### src/rtl/wire4_pkg.sv
// Shared types and helpers for the wire4 self-check sequencer: FSM states,
// LFSR feedback taps and the reference wire4 output mapping.
package wire4_pkg;

   typedef enum logic [1:0] {IDLE, DRIVE, CHECK, FIN} state_t;

   // x^16+x^14+x^13+x^11+1 -> state bits 15,13,12,10
   localparam logic [15:0] LFSR_TAPS = 16'hB400;

   function automatic logic [15:0] lfsr_next(input logic [15:0] s);
      return {s[14:0], ^(s & LFSR_TAPS)};
   endfunction

   function automatic logic [3:0] wire4_expect(input logic [2:0] abc);
      return {abc[2], abc[1], abc[1], abc[0]};
   endfunction

endpackage

### src/rtl/wire4_lfsr.sv
// 16-bit Fibonacci LFSR with synchronous reseed and single-step advance.
module wire4_lfsr
   import wire4_pkg::*;
#(
   parameter logic [15:0] SEED = 16'hACE1
) (
   input  logic        i_clk,
   input  logic        i_reset,
   input  logic        i_load,
   input  logic        i_step,
   output logic [15:0] o_state
);

   logic [15:0] r_state;

   always_ff @(posedge i_clk or posedge i_reset) begin
      if (i_reset) begin
         r_state <= SEED;
      end else if (i_load) begin
         r_state <= SEED;
      end else if (i_step) begin
         r_state <= lfsr_next(r_state);
      end
   end

   assign o_state = r_state;

endmodule

### src/rtl/wire4_check_sequencer.sv
// Self-check sequencer for the wire4 routing block: drives LFSR vectors,
// checks the response one cycle later and accumulates saturating error counts.
module wire4_check_sequencer
   import wire4_pkg::*;
#(
   parameter int unsigned CNT_W = 16,
   parameter logic [15:0] SEED  = 16'hACE1
) (
   input  logic             i_clk,
   input  logic             i_reset,
   input  logic             i_start,
   input  logic [CNT_W-1:0] i_num_vectors,
   output logic [2:0]       o_abc,
   input  logic [3:0]       i_wxyz,
   output logic             o_busy,
   output logic             o_done,
   output logic             o_pass,
   output logic [CNT_W-1:0] o_err_w,
   output logic [CNT_W-1:0] o_err_x,
   output logic [CNT_W-1:0] o_err_y,
   output logic [CNT_W-1:0] o_err_z,
   output logic [CNT_W-1:0] o_total_errors,
   output logic [CNT_W-1:0] o_first_err_idx,
   output logic [CNT_W-1:0] o_vec_count
);

   localparam logic [CNT_W-1:0] ALL_ONES = '1;

   function automatic logic [CNT_W-1:0] sat_inc(input logic [CNT_W-1:0] v, input logic en);
      return (en && (v != ALL_ONES)) ? v + 1'b1 : v;
   endfunction

   state_t           r_state, w_state_d;
   logic [CNT_W-1:0] r_num_vectors, r_err_w, r_err_x, r_err_y, r_err_z;
   logic [CNT_W-1:0] r_total, r_first_idx, r_vec_count, w_vec_inc;
   logic [2:0]       r_abc;
   logic             r_busy, r_pass, w_load, w_step, w_last;
   logic [3:0]       w_mis;
   logic [15:0]      w_lfsr;

   wire4_lfsr #(.SEED(SEED)) u_lfsr (
      .i_clk   (i_clk),
      .i_reset (i_reset),
      .i_load  (w_load),
      .i_step  (w_step),
      .o_state (w_lfsr)
   );

   assign w_mis     = i_wxyz ^ wire4_expect(r_abc);
   assign w_vec_inc = r_vec_count + 1'b1;
   assign w_last    = (w_vec_inc == r_num_vectors);

   always_ff @(posedge i_clk or posedge i_reset) begin
      if (i_reset) r_state <= IDLE;
      else         r_state <= w_state_d;
   end

   always_comb begin
      w_state_d = r_state;
      w_load    = 1'b0;
      w_step    = 1'b0;
      unique case (r_state)
         IDLE: begin
            if (i_start) begin
               w_load    = 1'b1;
               w_state_d = (i_num_vectors == '0) ? FIN : DRIVE;
            end
         end
         DRIVE: begin
            w_step    = 1'b1;
            w_state_d = CHECK;
         end
         CHECK:   w_state_d = w_last ? FIN : DRIVE;
         FIN:     w_state_d = IDLE;
         default: w_state_d = IDLE;
      endcase
   end

   always_ff @(posedge i_clk or posedge i_reset) begin
      if (i_reset) begin
         r_num_vectors <= '0;
         r_abc         <= '0;
         r_busy        <= 1'b0;
         r_pass        <= 1'b0;
         r_err_w       <= '0;
         r_err_x       <= '0;
         r_err_y       <= '0;
         r_err_z       <= '0;
         r_total       <= '0;
         r_first_idx   <= ALL_ONES;
         r_vec_count   <= '0;
      end else begin
         unique case (r_state)
            IDLE: begin
               if (i_start) begin
                  r_num_vectors <= i_num_vectors;
                  r_busy        <= 1'b1;
                  r_pass        <= 1'b0;
                  r_err_w       <= '0;
                  r_err_x       <= '0;
                  r_err_y       <= '0;
                  r_err_z       <= '0;
                  r_total       <= '0;
                  r_first_idx   <= ALL_ONES;
                  r_vec_count   <= '0;
               end
            end
            DRIVE: r_abc <= w_lfsr[2:0];
            CHECK: begin
               r_err_w <= sat_inc(r_err_w, w_mis[3]);
               r_err_x <= sat_inc(r_err_x, w_mis[2]);
               r_err_y <= sat_inc(r_err_y, w_mis[1]);
               r_err_z <= sat_inc(r_err_z, w_mis[0]);
               r_total <= sat_inc(r_total, |w_mis);
               // Only the first failing vector of the run is recorded
               if ((|w_mis) && (r_total == '0)) r_first_idx <= r_vec_count;
               r_vec_count <= w_vec_inc;
            end
            FIN: begin
               r_pass <= (r_total == '0);
               r_busy <= 1'b0;
            end
            default: ;
         endcase
      end
   end

   assign o_abc           = r_abc;
   assign o_busy          = r_busy;
   assign o_done          = (r_state == FIN);
   assign o_pass          = r_pass;
   assign o_err_w         = r_err_w;
   assign o_err_x         = r_err_x;
   assign o_err_y         = r_err_y;
   assign o_err_z         = r_err_z;
   assign o_total_errors  = r_total;
   assign o_first_err_idx = r_first_idx;
   assign o_vec_count     = r_vec_count;

endmodule

### config.mk
export PLATFORM = sky130hd
export DESIGN_NAME = wire4_check_sequencer
export DESIGN_NICKNAME = d
export VERILOG_FILES = /design/src/rtl/wire4_pkg.sv /design/src/rtl/wire4_lfsr.sv /design/src/rtl/wire4_check_sequencer.sv
export SDC_FILE = /design/constraint.sdc
export NUM_CORES = 1
export LEC_CHECK = 0
export BUFFER_PORTS_ARGS = -buffer_cell sky130_fd_sc_hd__buf_2
export CAP_MARGIN = 20
export CORE_ASPECT_RATIO = 1.4
export CORE_MARGIN = 4
export CORE_UTILIZATION = 28
export CTS_BUF_LIST = sky130_fd_sc_hd__clkbuf_8
export CTS_CLUSTER_SIZE = 10
export DETAILED_ROUTE_END_ITERATION = 8
export SLEW_MARGIN = 15
export SYNTH_ARGS = -nofsm -noshare
export SYNTH_HDL_FRONTEND = slang
export SYNTH_SLANG_ARGS = --single-unit
### constraint.sdc
create_clock -name i_clk -period 6 [get_ports i_clk]
set_input_delay 0.3 -clock i_clk [delete_from_list [all_inputs] [get_ports i_clk]]
set_output_delay 0.3 -clock i_clk [all_outputs]
set_load 0.02 [all_outputs]
Word-level counts from Yosys, hierarchy flattened

Cells that the tools add are included.

Add/subtract/negate cells: 6
Equality and inequality tests: 16
Mux-type cells: 28
Bitwise logic cells: 1
Reduce and logical (&&, ||, !) cells: 23

Operators with widths:

| cell                                                                  | number |
|---|---|
| 16-bit case mux with 2 select lines                                   | 7 |
| 16-bit 2-to-1 mux                                                     | 10 |
| 16-bit by 1-bit adder with 16-bit output, second input constant       | 6 |
| 16-bit inequality test, second input constant                         | 5 |
| 16-bit logical NOT                                                    | 2 |
| 3-bit AND reduction                                                   | 6 |
| 16-bit equality test                                                  | 1 |
| 16-bit parity                                                         | 1 |
| 2-bit inequality test, second input constant                          | 7 |
| 2-bit case mux with 4 select lines                                    | 1 |
| 1-bit logical AND                                                     | 6 |
| 2-bit 2-to-1 mux                                                      | 3 |
| 2-bit AND reduction                                                   | 3 |
| 2-bit nonzero test                                                    | 3 |
| 1-bit 2-to-1 mux                                                      | 5 |
| 2-bit equality test, second input constant                            | 2 |
| 1-bit case mux with 2 select lines                                    | 2 |
| 4-bit OR reduction                                                    | 1 |
| 4-bit bitwise XOR                                                     | 1 |
| 2-bit by 1-bit equality test with 1-bit output, second input constant | 1 |
| 2-bit logical NOT                                                     | 1 |

Register bits: 151
Input port bits: 23
Output and inout bits: 118
Word-level logic and storage cells: 87

Depth between registers and ports, before layout

Depth in word-level cells: 5
Gate-level depth with buffers: 8
Mapped depth without buffers: 7

By module

A second synthesis with hierarchy kept.

Cell total of the unflattened synthesis: 824
Area, all modules: 7726.2 µm²

Modules (own cells, without submodules):

| module                | times used | cells an instance | area each (µm²) | sequential area each (µm²) |
|---|---|---|---|---|
| wire4_check_sequencer | 1          | 768               | 7033.0          | 3398.3 |
| wire4_lfsr            | 1          | 56                | 693.2           | 410.4 |

Least setup slack after synthesis

No wires, ideal clock.

Path kind: register -> register
Start: register r_err_x[0] (netlist: o_err_x[0])
End: register r_err_x[7] (netlist: o_err_x[7])
Library setup time: 0.132 ns
Data arrival time: 2.074 ns
Required time: 5.868 ns
Path slack: 3.794 ns
Cell stages (with the launch flop): 8
Path buffers: 0
Clock period less this slack: 2.206 ns
Cells stage by stage: dfrtp_1 -> ha_1 -> nand3_1 -> or4_4 -> o31a_4 -> nand4_4 -> xor2_1 -> nor2_1

Longest elaborated chain between the ends: 4
Elaborated cells on any way between the ends: 7
Classes of those cells: add/sub (1); eq/ne (2); mux (2); reduce/logical (2)

RTL lines:

| what                                                                                             | RTL line                     | source |
|---|---|---|
| start: declaration                                                                               | wire4_check_sequencer.sv:34  | `logic [CNT_W-1:0] r_num_vectors, r_err_w, r_err_x, r_err_y, r_err_z;` |
| start signal: assignment                                                                         | wire4_check_sequencer.sv:111 | `r_err_x <= sat_inc(r_err_x, w_mis[2]);` |
| parallel branches: the longest is 4 deep, another holds 16-bit by 1-bit adder with 16-bit output | -                            |  |

Several ways; the timed one is not identified. The select of a mux whose other input is x is not followed.
A chain may end at the register's enable or synchronous reset.

Worst setup path after layout

Start: register r_state[1]
End: register r_total[15] (netlist: o_total_errors[15])

Longest elaborated chain between the ends: 3
Elaborated cells on any way between the ends: 7
Classes of those cells: eq/ne (3); mux (1); reduce/logical (3)

RTL lines:

| what                                                                         | RTL line                     | source |
|---|---|---|
| start: declaration                                                           | wire4_check_sequencer.sv:33  | `state_t r_state, w_state_d;` |
| start signal: assignment                                                     | wire4_check_sequencer.sv:55  | `else r_state <= w_state_d;` |
| 2-bit equality test or 2-bit logical NOT (tied branches)                     | wire4_check_sequencer.sv:93  | `unique case (r_state)` |
| 2-bit inequality test (no source line) or 2-bit nonzero test (tied branches) | -                            |  |
| 3-bit AND reduction (no source line)                                         | -                            |  |
| end signal: assignment                                                       | wire4_check_sequencer.sv:114 | `r_total <= sat_inc(r_total, \|w_mis);` |
| end: declaration                                                             | wire4_check_sequencer.sv:35  | `logic [CNT_W-1:0] r_total, r_first_idx, r_vec_count, w_vec_inc;` |

Parallel ways exist; a longest one is shown, timed or not.

==> impl_metrics.json <==
{
  "grt.overflow.total": 0,
  "async_flop_share_pct": 100.0,
  "synth_area_per_cell_um2": 9.151,
  "tightest_slew_ps": 915.8,
  "p_leak_nw": 4.314,
  "drt-initial-drc-count": 280,
  "cp-start-kind": "flop",
  "synth-edff-count": 0,
  "synth_cells": 829,
  "slew_viol_final": 0,
  "cp.arrival_ps": 3230,
  "syn_area_mm2": 0.007586,
  "rrSetupSlack_ps": 3080,
  "clkSinkCount": 151,
  "critPathCaptureType": "flop",
  "synth_top_family_by_area": "simple AND/OR/NAND/NOR gates",
  "hp-class": "in2async",
  "ctsHtreeMaxLevel": 4,
  "yosysWarnings": 0,
  "post-place-ws_ps": 3047,
  "hpwl_mm": 14.18,
  "synthFlopType": "dfrtp_1",
  "antenna_left": 0,
  "numCtsBuffers": 17,
  "start_util_pct": 28.28,
  "cts.repair.resized": 0,
  "max_freq_ghz": 0.3429,
  "vdd_drop_max_v": 0.0001450,
  "clk_path_buf_depth": 2,
  "final_area_mm2": 0.009099,
  "grt_max_degree": 94,
  "post_cts_buffers": 0,
  "outcome": "finished, final reports clean",
  "clkSlewWorstSetupHoldPaths_ps": 90,
  "hold_viol": 0,
  "fin_crit_sh_pct": 48.60,
  "utilization_pct": 33.91,
  "rsz0062_at_grt": "false",
  "synthToLayoutAreaGrowth_pct": 19.94,
  "synth_xor_area_share_pct": 10.62,
  "drive_gt1_share_pct": 23.24,
  "clkLatencyLatePin_ps": 450,
  "drv_cap": 0,
  "period_needed_ps": 2916,
  "vias": 6341,
  "postCtsHoldBufs": 0,
  "drc": 0,
  "avgRoutedWirePerCell_um": 15.23,
  "antenna_found_initial": 2,
  "power_density_mw_per_mm2": 397.6,
  "mostFrequentLayoutCells": "buf_2, nor2_1, dfrtp_1",
  "fin_total_pwr_w": 0.003618,
  "final_common_cell": "buf_2",
  "max_slew_margin_pct": 38.67,
  "die_h_um": 202.8,
  "finalWorstSetupSlack_ps": 3084,
  "dr.pass1.iters": 5,
  "worstSetupPathType": "reg2reg",
  "die_area_mm2": 0.02983,
  "cts_tree": "built",
  "synth_fp_nets": 859,
  "port_buffers": 140,
  "placed_area_mm2": 0.008645,
  "ios": 141,
  "yosys.area_share.simple_pct": 25.00,
  "crit_fanout": 41,
  "place_congestion": 0.8148,
  "grt_pass1_wl_mm": 32.96,
  "yosysSeqAreaShare_pct": 50.21,
  "synth_compound_area_share_pct": 9.137,
  "die_w_um": 147.1,
  "ys_ff_latch": 151,
  "coreArea_mm2": 0.02683,
  "fin_tns_setup_ps": 0,
  "synthAdderAreaFrac_pct": 1.286,
  "grtUsageTotal_pct": 13.72,
  "routed_wl_mm": 20.33,
  "nNetsFinal": 985,
  "synthMuxAreaShare_pct": 0.7092,
  "fin_skew_ps": 11.73,
  "core.rowCount": 71,
  "setup_viol": 0,
  "grt_pass1_vias": 6295,
  "yosysUniqueCellTypes": 54,
  "cts_root_buffer": "clkbuf_8",
  "required_ps": 6310,
  "viasPerCell": 4.750
}
[cells in the mapped netlist, types with 8 or more instances]
master / count / area, um2
a21oi_1: 34 / 170.2
nand3_1: 41 / 205.2
o21ai_0: 39 / 195.2
dfstp_2: 24 / 630.6
and3_1: 13 / 81.33
inv_1: 13 / 48.80
xnor2_1: 29 / 254.0
dfrtp_1: 127 / 3178
xor2_1: 63 / 551.8
nand4_1: 35 / 219.0
nand2_1: 123 / 461.7
nor2_1: 136 / 510.5
nor3_1: 12 / 60.06
nor4_1: 12 / 75.07
clkbuf_1: 32 / 120.1
and4_1: 8 / 70.07
[through the flow]
stage,hold WS (ps),cells
floorplan,405.4,829
global placement,463.0,1300
detailed placement,473.7,1301
CTS,5.096,1333
global route,30.74,1335
finish,23.78,1335
[state kept, by name, summed over array words and instances (netlist names), 2 cells and up]
name / count
o_err_z: 16
o_vec_count: 16
o_err_y: 16
o_total_errors: 16
r_num_vectors: 16
o_first_err_idx: 16
o_err_x: 16
u_lfsr.o_state: 16
o_err_w: 16
r_state: 2
o_abc: 3
[final cells by class]
| cell class | instances | area, um2 |
|---|---|---|
| antenna | 2 | 5.005 |
| clock buffer | 17 | 234.0 |
| clock inverter | 15 | 215.2 |
| fill | 2858 | 17730 |
| inverter | 13 | 53.80 |
| multi-input combinational | 625 | 3568 |
| sequential | 151 | 3809 |
| tap | 365 | 456.7 |
| timing repair buffer | 147 | 757.0 |
[metal layers]
| metal | wire length, um | global-route usage, % | vias up |
|---|---|---|---|
| li1 | - | - | 3092 |
| met1 | 8917 | 16.75 | 3074 |
| met2 | 10000 | 23.25 | 148 |
| met3 | 871 | 3.282 | 27 |
| met4 | 541 | 5.630 | 0 |
| met5 | 0 | 0 | - |
[worst paths after layout]
kind,end,depth (start not counted),startpoint
worst max register to register,o_total_errors[15]$_DFFE_PP0P_,6,r_state[1]$_DFFE_PP0P_
worst max-delay path,o_total_errors[15]$_DFFE_PP0P_,6,r_state[1]$_DFFE_PP0P_
max in group asynchronous,o_err_y[0]$_DFFE_PP0P_,3,i_reset
worst min-delay path,o_err_x[6]$_DFFE_PP0P_,2,i_reset
min in group i_clk,r_num_vectors[7]$_DFFE_PP0P_,3,i_num_vectors[7]
worst min register to register,u_lfsr.o_state[15]$_DFFE_PP1P_,2,u_lfsr.o_state[14]$_DFFE_PP0P_
[critical path, stage by stage (launching register included)]
cell      delay (ps)
dfrtp_1          570
nand2b_2         550
a41o_1           480
o21ai_1          740
nand4_1          200
xor2_1           190
nor2_1            50
[cells by family after synthesis]
| family | after synthesis |
|---|---|
| muxes | 5 |
| and+or+nand+nor | 406 |
| buffers and inverters | 53 |
| adders and majority gates | 8 |
| xor gates and xnor gates | 92 |
| DFF | 151 |
| AOI/OAI and AO/OA | 114 |
[power breakdown]
part	leakage [nW]	internal (W)	switching, W	total [W]
clock network	0.216	0.000464	0.000431	0.000895
registers	1.97	0.00128	0.000191	0.00147
logic	2.13	0.000421	0.000829	0.00125
total	4.31	0.00217	0.00145	0.00362
(Power assumes the default switching activity.)
